==> src/rtl/random_delay_timer.sv <==
// Random red-to-green wait for the reaction game: draws MIN_MS + lfsr[RANGE_BITS-1:0]
// millisecond ticks when enabled, counts them down, then flags done until enable drops.
module random_delay_timer #(
  parameter int              TICK_DIV   = 50000,
  parameter int              MIN_MS     = 1000,
  parameter int              RANGE_BITS = 11,
  parameter logic [15:0]     LFSR_SEED  = 16'hACE1
) (
  input  logic        Clock,
  input  logic        CLRN,
  input  logic        delayCounterEnable,
  output logic        delayCounterDone,
  output logic        busy,
  output logic [12:0] remainingTicks,
  output logic [15:0] randomValue
);

  localparam int              PW        = (TICK_DIV > 1) ? $clog2(TICK_DIV) : 1;
  localparam logic [PW-1:0]   TICK_LAST = PW'(TICK_DIV - 1);
  localparam logic [12:0]     MIN_CNT   = 13'(MIN_MS);

  typedef enum logic [1:0] {IDLE, RUN, DONE} state_t;

  state_t         state_reg, state_next;
  logic [15:0]    lfsr_reg, lfsr_next;
  logic [12:0]    count_reg, count_next;
  logic [PW-1:0]  pre_reg, pre_next;
  logic           fb;

  // Free-running, so the drawn delay depends on when the player pressed start.
  assign fb        = lfsr_reg[15] ^ lfsr_reg[13] ^ lfsr_reg[12] ^ lfsr_reg[10];
  assign lfsr_next = {lfsr_reg[14:0], fb};

  always_ff @(posedge Clock or negedge CLRN) begin
    if (!CLRN) begin
      state_reg <= IDLE;
      lfsr_reg  <= LFSR_SEED;
      count_reg <= '0;
      pre_reg   <= '0;
    end else begin
      state_reg <= state_next;
      lfsr_reg  <= lfsr_next;
      count_reg <= count_next;
      pre_reg   <= pre_next;
    end
  end

  always_comb begin
    state_next = state_reg;
    count_next = count_reg;
    pre_next   = pre_reg;
    case (state_reg)
      IDLE: begin
        if (delayCounterEnable) begin
          count_next = MIN_CNT + 13'(lfsr_reg[RANGE_BITS-1:0]);
          pre_next   = '0;
          state_next = RUN;
        end
      end
      RUN: begin
        if (!delayCounterEnable) begin
          state_next = IDLE;
          count_next = '0;
          pre_next   = '0;
        end else if (pre_reg == TICK_LAST) begin
          // count is at least 1 in RUN, so this never wraps.
          pre_next   = '0;
          count_next = count_reg - 13'd1;
          if (count_reg == 13'd1) state_next = DONE;
        end else begin
          pre_next = pre_reg + PW'(1);
        end
      end
      DONE: begin
        // Holding enable keeps DONE; a fresh draw needs a pass through IDLE.
        if (!delayCounterEnable) begin
          state_next = IDLE;
          count_next = '0;
          pre_next   = '0;
        end
      end
      default: begin
        state_next = IDLE;
        count_next = '0;
        pre_next   = '0;
      end
    endcase
  end

  always_comb begin
    busy             = (state_reg == RUN);
    delayCounterDone = (state_reg == DONE);
    remainingTicks   = count_reg;
    randomValue      = lfsr_reg;
  end

endmodule

==> config.mk <==
export PLATFORM = sky130hd
export DESIGN_NAME = random_delay_timer
export DESIGN_NICKNAME = d
export VERILOG_FILES = /design/src/rtl/random_delay_timer.sv
export SDC_FILE = /design/constraint.sdc
export NUM_CORES = 1
export LEC_CHECK = 0
export ABC_AREA = 1
export CAP_MARGIN = 20
export CORE_ASPECT_RATIO = 0.7
export CORE_UTILIZATION = 30
export DETAILED_ROUTE_END_ITERATION = 12
export HOLD_SLACK_MARGIN = 0.1
export PLACE_DENSITY = 0.47
export SYNTH_ARGS = -nofsm -noshare
export SYNTH_HDL_FRONTEND = slang
export SYNTH_SLANG_ARGS = --single-unit
==> constraint.sdc <==
create_clock -name Clock -period 1.9 [get_ports Clock]
set_input_delay 0.38 -clock Clock [delete_from_list [all_inputs] [get_ports Clock]]
set_output_delay 0.38 -clock Clock [all_outputs]
set_load 0.01 [all_outputs]
==> results.txt, run 1 <==
----------------------------------------------------
[Setup path]
  Worst-path fanout max ... 3
  R2R setup slack ... approximately 0.32 ns
  Reg-to-reg critical path startpoint ... remainingTicks[0]$_DFFE_PN0P_
  Buf/Inv on CP ... 3
  R2r worst-path depth ... 9
  Worst flop-to-flop path endpoint ... remainingTicks[6]$_DFFE_PN0P_
  Worst EP arrival ... ~1.4 ns
  Crit. End Element ... primary output
  Delay of the slowest cell on the worst path ... 0.52 ns
  List of cells traversed by the critical path ... inv_2 -> nand2_1 -> inv_1 -> clkdlybuf4s50_1
  Type of origin of the critical path ... flop
  Critical path's top delay family ... buffers and inverters
  Required time of the worst setup path ... between 1.5 and 2 ns
  Slowest cell on the critical path ... clkdlybuf4s50_1
  Type of the worst setup path ... flop to primary output

[Drt]
  DRT antenna net count ... 0
  First DRT Iteration DRCs ... 58
  DRC violation count after routing ... 0
  Avg Vias per Cell ... ~4.4
  DR pass1 iterations ... 4
  Total number of vias ... around 2200
  Post-detailed-route wirelength per cell ... around 13 um
  Post-Route WL ... between 6000 and 7000 um

[Timing]
  Minimum period implied by the final worst setup slack ... around 1.8 ns
  Actual transition at the worst max-transition pin ... between 0.3 and 0.4 ns
  Count of final hold-check violations ... 0
  Highest clock rate ... 557 MHz
  Setup repair after global routing missed its margin ... false
  Max_slew headroom ... roughly 77%
  Final slew viol count ... 0
  Share of the clock period used by the worst path after layout ... between 90% and 100%
  Final WS setup ... approximately 0.10 ns
  Setup violations, final ... 0
  Setup clock skew after layout ... 0.00667 ns

[Layout]
  Fraction of final layout cells sized beyond drive strength 1 ... ~15%
  Number of fill cells in the layout ... 889
  Synthesis-to-layout area growth ... 25.4%
  Ant diodes ... 0
  Core occupancy in the finished layout ... between 30% and 40%
  Nets ... roughly 390
  Most frequent cells in the layout ... nand2_1, inv_1, nor2_1
  Most common cell after layout, fill and taps aside ... nand2_1

[Pwr]
  Portion of total power attributed to the clock network ... a little over a quarter
  Total internal power ... 2.35 mW
  Net Sw Frac ... roughly two fifths
  Leakage power figure ... roughly 1.6 nW
  Switching Power ... ~1.5 mW
  Worst ir drop on vdd ... between 0.4 and 0.5 mV
  Power per standard cell area ... 1160 nW/um^2
  Relative contribution of sequential cells to total power ... between 30 and 40%
  Combinational fraction of design power ... 39.1%
  Design Power ... between 3 and 4 mW

[CTS]
  # H-tree levels ... 2
  Count of clock tree sinks ... 47
  Buffers from clock root to sink, at most ... 2
  Worst skew pair latency ... just under 0.3 ns
  Clock root cell ... clkbuf_16
  Buffer count from post-CTS setup fixing ... 0
  TritonCTS clock tree ... built
  Clock transition at the registers of the reported paths ... approximately 0.07 ns
  TritonCTS buffer count ... 5

[Place]
  Final estimated routing congestion in global placement ... about 0.8
  I/O Buffers ... 33
  Setup Slack @ Placement ... -0.0122 ns
  HPWL reported at the end of detailed placement ... 4840 um

[Outcome]
  Result of the run ... finished, final reports clean

[Floorplanning]
  Height of the chip ... 80.7 um
  Initial cell density of the core ... just over 30%
  Core region area ... 8510 um^2
  IO Pins ... 34
  Site row count ... 28
  Total Die Area ... slightly above 9000 um^2
  Die Span X ... about 110 um

[Synthesis]
  Predominant post-synthesis flop cell ... dfrtp_1
  Portion of the post-synthesis area used by sequential elements ... between 40% and 50%
  Yosys synthesis warning count ... 0
  Gate count after technology mapping ... 339
  Post-synthesis sequential element count ... 47
  Nets in the synthesized netlist ... about 350
  Synth cell types ... 32
  Number of enable flip-flop cells after synthesis ... 0
  Async set or reset register ratio after synthesis ... 100%
  Synthesized area ... around 2700 um^2
  Syn_area_per_cell ... about 7.8 um^2

[Hold path]
  Worst Hold Launch ... randomValue[14]$_DFF_PN0_
  Min-Delay Endpoint ... randomValue[15]$_DFF_PN1_
  Worst hold-check path type ... flop to flop
  Count of cells along the worst hold path ... 0

[Global routing]
  Total congestion overflow ... 0
  Number of antenna violations at the first check in global routing ... 0
  Total global-route track usage ... around 15%
  Number of global-route vias before repair ... roughly 2100
  Global-route wire length before repair ... ~11000 um
  Maximum number of pins on one net before global-route repair ... 48

[Flow run]
  Max capacitance violation total ... 0

----------------------------------------------------
[cells in the mapped netlist (all sizes together), types with 4 or more instances]
master | count | area (um^2)
nor3 | 4 | 25.0
nand3 | 26 | 130
dfstp | 8 | 210
buf | 5 | 65.1
ha | 4 | 50.1
dfrtp | 39 | 976
xor2 | 4 | 35.0
nand2 | 104 | 450
nand4 | 9 | 62.6
inv | 48 | 185
o21ai | 25 | 148
a21oi | 10 | 50.1
xnor2 | 4 | 35.0
nor2 | 44 | 185
[layout make-up]
cell class | instances | area (um^2) | area share, %
Timing Repair Buffer | 43 | 414 | 12.5
Clock buffer | 5 | 125 | 3.76
Sequential cell | 47 | 1190 | 35.7
Multi-Input combinational cell | 239 | 1220 | 36.6
Tap cell | 120 | 150 | 4.52
Clock inverter | 3 | 46.3 | 1.39
Inverter | 48 | 185 | 5.57
[logic make-up after synthesis]
logic type / Yosys count / synth area share, %
xor gates and xnor gates: 8 / 2.64
buffers and inverters: 53 / 9.44
and+or+nand+nor: 189 / 32.9
AOI/OAI and AO/OA: 38 / 8.40
DFF: 47 / 44.7
adders and majority gates: 4 / 1.89
[worst max path at each step]
stage                             startpoint                             to  slack [ns]  cells past startpoint
finish              state_reg[0]$_DFFE_PN0P_               delayCounterDone        0.10                      4
global route        state_reg[0]$_DFFE_PN0P_               delayCounterDone        0.03                      4
CTS                 state_reg[0]$_DFFE_PN0P_               delayCounterDone         0.1                      4
detailed placement        delayCounterEnable  remainingTicks[1]$_DFFE_PN0P_       -0.01                      7
global placement          delayCounterEnable  remainingTicks[4]$_DFFE_PN0P_        0.06                      8
floorplan           randomValue[3]$_DFF_PN0_  remainingTicks[9]$_DFFE_PN0P_        0.48                      8
[power groups by stage]
stage               Clock [mW]  Sequential [mW]  Combinational, mW
floorplan                    0             1.33              0.987
global placement             0             1.33               1.49
detailed placement           0             1.33               1.51
CTS                       1.05             1.31               1.52
global route              1.09             1.34               1.72
finish                    1.03             1.31               1.50
[stage by stage]
| stage | cell area [um^2] | TNS, ns | hold WS, ns | instances |
|---|---|---|---|---|
| 6_report | 3320 | 0 | 0.377 | 505 |
| 5_1_grt | 3320 | 0 | 0.386 | 505 |
| 4_1_cts | 3320 | 0 | 0.379 | 505 |
| 3_5_place_dp | 3140 | -0.0246 | 0.362 | 496 |
| 3_3_place_gp | 3140 | 0 | 0.361 | 496 |
| 2_1_floorplan | 2650 | 0 | 0.0844 | 339 |
[timing repair]
action	4_1_cts	5_1_grt
hold buffers	1	0
hold endpoints to repair	39	0
endpoints found under the setup margin	1	0
resized for setup	2	0
[routing by layer]
layer / wire (um) / track usage [%] / up-vias
met3: 186 / 2.94 / 8
met4: 74 / 4.29 / 0
li1: - / - / 1161
met1: 3660 / 23.8 / 1015
met5: 0 / 0 / -
met2: 2440 / 20.2 / 34
Power figures use the tool's default switching activity.
==> run 2: changes to the inputs <==
--- a/config.mk
+++ b/config.mk
@@ -8,6 +8,7 @@
 export ABC_AREA = 1
 export CAP_MARGIN = 20
 export CORE_ASPECT_RATIO = 0.7
+export CORE_MARGIN = 5
 export CORE_UTILIZATION = 30
 export DETAILED_ROUTE_END_ITERATION = 12
 export HOLD_SLACK_MARGIN = 0.1
==> constraint.sdc (replaced) <==
create_clock -name Clock -period 1.9 [get_ports Clock]
set_input_delay 0.38 -clock Clock [delete_from_list [all_inputs] [get_ports Clock]]
set_output_delay 0.38 -clock Clock [all_outputs]
set_load 0.005 [all_outputs]
==> run 2 against run 1 <==
Net effect:
- final cell count unchanged
- combinational power down 3%
- via count up 1.6%
- clock skew down 0.0021 ns
- global-route usage down 1.8 points
- sequential share of layout area up 0.11 points
- total power down 4.7%
- non-clock buffer count unchanged
- first-iteration DRC count up 97%
- count of clock-buffer cells in the layout unchanged
- hold slack better by 0.0093 ns
- critical endpoint unchanged
- largest cell class unchanged
- highest routed layer unchanged
==> results.txt, run 2 (synthesis gave the netlist of run 1 again) <==
----------------------------------------------------
[Outcome]
  Result of the run ... finished, final reports clean (unchanged)

[Setup path]
  R2r worst-path depth ... 11 (was 9)
  Type of origin of the critical path ... flop (unchanged)
  Slowest cell on the critical path ... clkdlybuf4s50_1 (unchanged)
  Reg-to-reg critical path startpoint ... pre_reg[0]$_DFFE_PN0P_ (was remainingTicks[0]$_DFFE_PN0P_)
  Worst flop-to-flop path endpoint ... remainingTicks[4]$_DFFE_PN0P_ (was remainingTicks[6]$_DFFE_PN0P_)
  Required time of the worst setup path ... 1.52 ns (about the same)
  Buf/Inv on CP ... 3 (unchanged)
  List of cells traversed by the critical path ... inv_2 -> nand2_1 -> inv_1 -> clkdlybuf4s50_1 (unchanged)
  Critical path's top delay family ... buffers and inverters (unchanged)
  Crit. End Element ... primary output (unchanged)
  Worst-path fanout max ... 3 (unchanged)
  Worst EP arrival ... 1.40 ns (was 1.42 ns)
  Delay of the slowest cell on the worst path ... 0.49 ns (was 0.52 ns)
  Type of the worst setup path ... flop to primary output (unchanged)
  R2R setup slack ... 0.28 ns (was 0.32 ns)

[Floorplanning]
  Initial cell density of the core ... 31.0% (was 31.1%)
  Die Span X ... 122 um (was 114 um)
  Core region area ... 8550 um^2 (was 8510 um^2)
  Height of the chip ... 88.7 um (was 80.7 um)
  Site row count ... 28 (unchanged)
  Total Die Area ... 10800 um^2 (was 9220 um^2)
  IO Pins ... 34 (unchanged)

[Timing]
  Highest clock rate ... 563 MHz (was 557 MHz)
  Setup repair after global routing missed its margin ... false (unchanged)
  Setup violations, final ... 0 (unchanged)
  Hold_ws ... 0.387 ns (was 0.377 ns)
  Max_slew headroom ... 75.0% (was 77.1%)
  Final slew viol count ... 0 (unchanged)
  Minimum period implied by the final worst setup slack ... 1.78 ns (was 1.80 ns)
  Final total negative setup slack ... 0 ns (unchanged)
  Actual transition at the worst max-transition pin ... 0.373 ns (was 0.342 ns)
  Count of final hold-check violations ... 0 (unchanged)
  Setup clock skew after layout ... 0.00452 ns (was 0.00667 ns)
  Share of the clock period used by the worst path after layout ... 93.6% (was 94.5%)

[Global routing]
  Total global-route track usage ... 13.4% (was 15.1%)
  Global-route wire length before repair ... 11000 um (was 10700 um)
  Number of global-route vias before repair ... 2120 (was 2070)
  Maximum number of pins on one net before global-route repair ... 48 (unchanged)
  Total congestion overflow ... 0 (unchanged)
  Number of antenna violations at the first check in global routing ... 0 (unchanged)

[CTS]
  # H-tree levels ... 2 (unchanged)
  Count of clock tree sinks ... 47 (unchanged)
  Clock root cell ... clkbuf_16 (unchanged)
  Clock transition at the registers of the reported paths ... 0.07 ns (about the same)
  Worst skew pair latency ... 0.30 ns (was 0.29 ns)
  Buffers from clock root to sink, at most ... 2 (unchanged)
  TritonCTS clock tree ... built (unchanged)
  TritonCTS buffer count ... 5 (unchanged)

[Drt]
  Avg Vias per Cell ... 4.46 (was 4.39)
  DRC violation count after routing ... 0 (unchanged)
  First DRT Iteration DRCs ... 114 (was 58)
  Post-Route WL ... 6670 um (was 6370 um)
  Post-detailed-route wirelength per cell ... 13.2 um (was 12.6 um)
  Met3 wire length ... 405 um (was 186 um)
  Routed metal-1 wire length ... 3620 um (was 3660 um)
  DRT antenna net count ... 0 (unchanged)
  Routed length on met2 ... 2580 um (was 2440 um)
  DR pass1 iterations ... 5 (was 4)
  Total number of vias ... 2254 (was 2218)
  Uppermost routed layer ... met4 (unchanged)

[Pwr]
  Leakage power figure ... 1.59 nW (about the same)
  Worst ir drop on vdd ... 0.385 mV (was 0.430 mV)
  Power per standard cell area ... 1110 nW/um^2 (was 1160 nW/um^2)

[Layout]
  Nets ... 391 (unchanged)
  Ant diodes ... 0 (unchanged)
  Synthesis-to-layout area growth ... 25.0% (was 25.4%)
  Final instance area ... 3310 um^2 (was 3320 um^2)
  Core occupancy in the finished layout ... 38.8% (was 39.1%)
  Fraction of final layout cells sized beyond drive strength 1 ... 15.6% (was 15.3%)
  Number of fill cells in the layout ... 898 (was 889)
  Most common cell after layout, fill and taps aside ... nand2_1 (unchanged)
  Layout Cells excl Fill ... 505 (unchanged)
  Most frequent cells in the layout ... nand2_1, inv_1, nor2_1 (unchanged)

[Place]
  Placed cell areas ... 3150 um^2 (was 3140 um^2)
  Placed instance count ... 495 (was 496)
  HPWL reported at the end of detailed placement ... 5080 um (was 4840 um)
  I/O Buffers ... 33 (unchanged)
  Final estimated routing congestion in global placement ... 0.815 (was 0.797)

[Hold path]
  Min-Delay Endpoint ... randomValue[6]$_DFF_PN1_ (was randomValue[15]$_DFF_PN1_)
  Count of cells along the worst hold path ... 0 (unchanged)
  Worst Hold Launch ... randomValue[5]$_DFF_PN1_ (was randomValue[14]$_DFF_PN0_)
  Worst hold-check path type ... flop to flop (unchanged)

[Flow run]
  Max capacitance violation total ... 0 (unchanged)

----------------------------------------------------
## run 2: changes by cell type in the layout (fill, tap and decap cells not counted), sizes merged
cell          change
dlymetal6s2s      +1
inv               -1
dlygate4sd2       -1
clkinvlp          +1
bufinv            -1
clkinv            +1
## run 2: area by class of cell
type                       instances  area (um^2)  share of cell area (%)
clock buffer                       5          125                    3.78
clock inverter                     3         20.0                   0.604
inverter                          48          185                    5.59
multi-input combinational        239         1220                    36.7
sequential                        47         1190                    35.8
tap                              120          150                    4.53
timing repair buffer              43          430                    13.0
## run 2: power breakdown
group,total [mW],switching [mW],internal [mW]
Clock,0.889,0.404,0.486
Combinational,1.46,0.867,0.596
Sequential,1.31,0.170,1.14
Total,3.66,1.44,2.22
## run 2: how the worst max path moves through the flow
stage / startpoint / to / slack (ns) / cells past startpoint
after floorplan: pre_reg[0]$_DFFE_PN0P_ / remainingTicks[1]$_DFFE_PN0P_ / 0.49 / 12
after global placement: delayCounterEnable / remainingTicks[4]$_DFFE_PN0P_ / 0.08 / 8
after detailed placement: delayCounterEnable / remainingTicks[4]$_DFFE_PN0P_ / 0.02 / 8
after CTS: state_reg[1]$_DFFE_PN0P_ / busy / 0.04 / 4
after global routing: state_reg[0]$_DFFE_PN0P_ / delayCounterDone / 0.06 / 4
final: state_reg[0]$_DFFE_PN0P_ / delayCounterDone / 0.12 / 4
## run 2: timing repair
item                                   CTS  global route
setup endpoints to repair                1             1
endpoints found under the hold margin   39             0
buffers inserted                         0             1
gates resized for setup                  2             1
hold buffers                             1             0
pin swaps                                0             0
## run 2: worst register-to-register path, stage by stage, from the launching register on
cell and delay (ns):
dfrtp_1 0.39, ha_1 0.20, nand2_2 0.09, inv_2 0.11, nand2_2 0.05, nor2_2 0.09
nand2_2 0.08, nand2_4 0.07, nand2_4 0.10, inv_6 0.20, nand2_1 0.08, o21ai_1 0.07
## run 2: per-stage QoR
step / worst slack, ns / power [mW]
after floorplan: 0.488 / 2.28
after global placement: 0.0768 / 2.79
after detailed placement: 0.0163 / 2.81
after CTS: 0.0445 / 3.73
after global routing: 0.0569 / 3.96
final: 0.122 / 3.66
## run 2: metal layers
metal / vias to the layer above / global-route usage [%]
met2: 47 / 17.4
met1: 1041 / 20.3
met3: 2 / 3.64
met4: 0 / 5.49
met5: - / 0
li1: 1164 / -
==> run 3: changes to the inputs <==
--- a/config.mk
+++ b/config.mk
@@ -12,7 +12,6 @@
 export CORE_UTILIZATION = 30
 export DETAILED_ROUTE_END_ITERATION = 12
 export HOLD_SLACK_MARGIN = 0.1
-export PLACE_DENSITY = 0.47
 export SYNTH_ARGS = -nofsm -noshare
 export SYNTH_HDL_FRONTEND = slang
 export SYNTH_SLANG_ARGS = --single-unit
==> run 3 against run 2 <==
Net effect:
- clock power rose by 16%
- non-clock buffer count fell by 3
- core utilization fell by 0.13 points
- clock skew rose by 0.0029 ns
- wire length fell by 6.9%
- register-to-register slack barely moved
- total power rose by 3.2%
- largest cell class unchanged
- critical path depth did not move
- combinational power barely moved
- final cell count fell by 0.59%
- critical endpoint is now busy
- global-route usage fell by 0.90 points
==> results.txt, run 3 (synthesis gave the netlist of run 1 again) <==
----------------------------------------------------
[Setup path]
  Worst EP arrival ... 1.46 ns (was 1.40 ns)
  R2R setup slack ... 0.28 ns (about the same)
  Crit. End Element ... primary output (unchanged)
  Type of origin of the critical path ... flop (unchanged)
  R2r worst-path depth ... 9 (was 11)
  Worst-path fanout max ... 3 (unchanged)
  Reg-to-reg critical path startpoint ... remainingTicks[0]$_DFFE_PN0P_ (was pre_reg[0]$_DFFE_PN0P_)
  Type of the worst setup path ... flop to primary output (unchanged)
  Required time of the worst setup path ... 1.52 ns (about the same)
  Worst flop-to-flop path endpoint ... remainingTicks[10]$_DFFE_PN0P_ (was remainingTicks[4]$_DFFE_PN0P_)

[Floorplanning]
  IO Pins ... 34 (unchanged)
  Site row count ... 28 (unchanged)
  Total Die Area ... 10800 um^2 (unchanged)
  Core region area ... 8550 um^2 (unchanged)
  Die Span X ... 122 um (unchanged)
  Initial cell density of the core ... 31.0% (unchanged)
  Height of the chip ... 88.7 um (unchanged)

[Timing]
  Hold_ws ... 0.385 ns (was 0.387 ns)
  Final total negative setup slack ... 0 ns (unchanged)
  Final slew viol count ... 0 (unchanged)
  Share of the clock period used by the worst path after layout ... 97.0% (was 93.6%)
  Highest clock rate ... 543 MHz (was 563 MHz)
  Setup clock skew after layout ... 0.00739 ns (was 0.00452 ns)
  Actual transition at the worst max-transition pin ... 0.481 ns (was 0.373 ns)
  Count of final hold-check violations ... 0 (unchanged)
  Minimum period implied by the final worst setup slack ... 1.84 ns (was 1.78 ns)
  Max_slew headroom ... 67.9% (was 75.0%)
  Setup repair after global routing missed its margin ... false (unchanged)
  Setup violations, final ... 0 (unchanged)

[Drt]
  DRT antenna net count ... 0 (unchanged)
  Post-Route WL ... 6210 um (was 6670 um)
  Total number of vias ... 2208 (was 2254)
  DRC violation count after routing ... 0 (unchanged)
  DR pass1 iterations ... 4 (was 5)
  Avg Vias per Cell ... 4.40 (was 4.46)
  Post-detailed-route wirelength per cell ... 12.4 um (was 13.2 um)
  First DRT Iteration DRCs ... 172 (was 114)

[CTS]
  TritonCTS buffer count ... 5 (unchanged)
  Buffers from clock root to sink, at most ... 2 (unchanged)
  TritonCTS clock tree ... built (unchanged)
  Clock transition at the registers of the reported paths ... 0.07 ns (about the same)
  Clock root cell ... clkbuf_16 (unchanged)
  Buffer count from post-CTS setup fixing ... 0 (unchanged)
  # H-tree levels ... 2 (unchanged)
  Worst skew pair latency ... 0.29 ns (was 0.30 ns)
  Count of clock tree sinks ... 47 (unchanged)

[Outcome]
  Result of the run ... finished, final reports clean (unchanged)

[Global routing]
  Number of antenna violations at the first check in global routing ... 0 (unchanged)
  Global-route wire length before repair ... 10600 um (was 11000 um)
  Total global-route track usage ... 12.5% (was 13.4%)
  Maximum number of pins on one net before global-route repair ... 29 (was 48)
  Number of global-route vias before repair ... 2074 (was 2120)
  Total congestion overflow ... 0 (unchanged)

[Hold path]
  Count of cells along the worst hold path ... 0 (unchanged)
  Worst Hold Launch ... randomValue[14]$_DFF_PN0_ (was randomValue[5]$_DFF_PN1_)
  Worst hold-check path type ... flop to flop (unchanged)
  Min-Delay Endpoint ... randomValue[15]$_DFF_PN1_ (was randomValue[6]$_DFF_PN1_)

[Layout]
  Ant diodes ... 0 (unchanged)
  Synthesis-to-layout area growth ... 24.6% (was 25.0%)
  Most frequent cells in the layout ... nand2_1, inv_1, nor2_1 (unchanged)
  Most common cell after layout, fill and taps aside ... nand2_1 (unchanged)
  Fraction of final layout cells sized beyond drive strength 1 ... 14.9% (was 15.6%)
  Nets ... 388 (was 391)

[Place]
  I/O Buffers ... 33 (unchanged)
  HPWL reported at the end of detailed placement ... 4780 um (was 5080 um)
  Final estimated routing congestion in global placement ... 0.863 (was 0.815)

[Pwr]
  Worst ir drop on vdd ... 0.470 mV (was 0.385 mV)
  Power per standard cell area ... 1140 nW/um^2 (was 1110 nW/um^2)
  Leakage power figure ... 1.57 nW (was 1.59 nW)

[Flow run]
  Max capacitance violation total ... 0 (unchanged)

----------------------------------------------------
## run 3: changes by cell type in the layout (fill, tap and decap cells not counted), sizes merged
cell	previous run	this run
clkinv	1	0
buf	10	7
clkdlybuf4s50	31	32
inv	48	49
clkinvlp	2	1
dlymetal6s2s	1	0
bufinv	0	1
## run 3: layout make-up
class	instances	area, um^2
timing repair buffer	40	393
inverter	48	185
tap	120	150
multi-input combinational	239	1220
fill	904	5250
clock buffer	5	125
clock inverter	3	46.3
sequential	47	1190
## run 3: how the worst max path moves through the flow
stage | from | end | slack [ns]
global route | state_reg[1]$_DFFE_PN0P_ | busy | 0.00003
global placement | delayCounterEnable | pre_reg[15]$_DFFE_PN0P_ | 0.07
floorplan | pre_reg[0]$_DFFE_PN0P_ | remainingTicks[1]$_DFFE_PN0P_ | 0.49
CTS | state_reg[1]$_DFFE_PN0P_ | busy | 0.03
finish | state_reg[1]$_DFFE_PN0P_ | busy | 0.06
detailed placement | delayCounterEnable | pre_reg[6]$_DFFE_PN0P_ | 0.04
## run 3: layer usage
metal	global-route usage [%]	routed length (um)
met1	19.2	3450
met2	17.3	2510
met3	2.36	182
met4	3.86	66
met5	0	0
## run 3: power by group
group | switching [mW] | internal [mW] | total (mW)
logic | 0.846 | 0.582 | 1.43
registers | 0.178 | 1.14 | 1.32
clock network | 0.407 | 0.626 | 1.03
total | 1.43 | 2.35 | 3.78
## run 3: timing repair
| action | 4_1_cts | 5_1_grt |
|---|---|---|
| endpoints found under the setup margin | 1 | 0 |
| resized for setup | 2 | 0 |
| endpoints found under the hold margin | 16 | 0 |
| hold buffers | 1 | 0 |
## run 3: stage by stage
| stage | power [mW] | setup slack (ns) | util (%) | instance area [um^2] | cells |
|---|---|---|---|---|---|
| after global routing | 4.08 | 0.0000258 | 38.6 | 3300 | 502 |
| after detailed placement | 2.76 | 0.0385 | 36.5 | 3120 | 493 |
| after floorplan | 2.28 | 0.488 | - | 2650 | 339 |
| final | 3.78 | 0.0569 | 38.6 | 3300 | 502 |
| after CTS | 3.81 | 0.0342 | 38.6 | 3300 | 502 |
| after global placement | 2.75 | 0.0727 | 36.5 | 3120 | 493 |
## run 3: worst max-delay path, cell delays in order (launching register included)
cell and delay [ns]:
dfrtp_1 0.41, inv_2 0.09, nand2_2 0.08, inv_1 0.08, clkdlybuf4s50_1 0.51
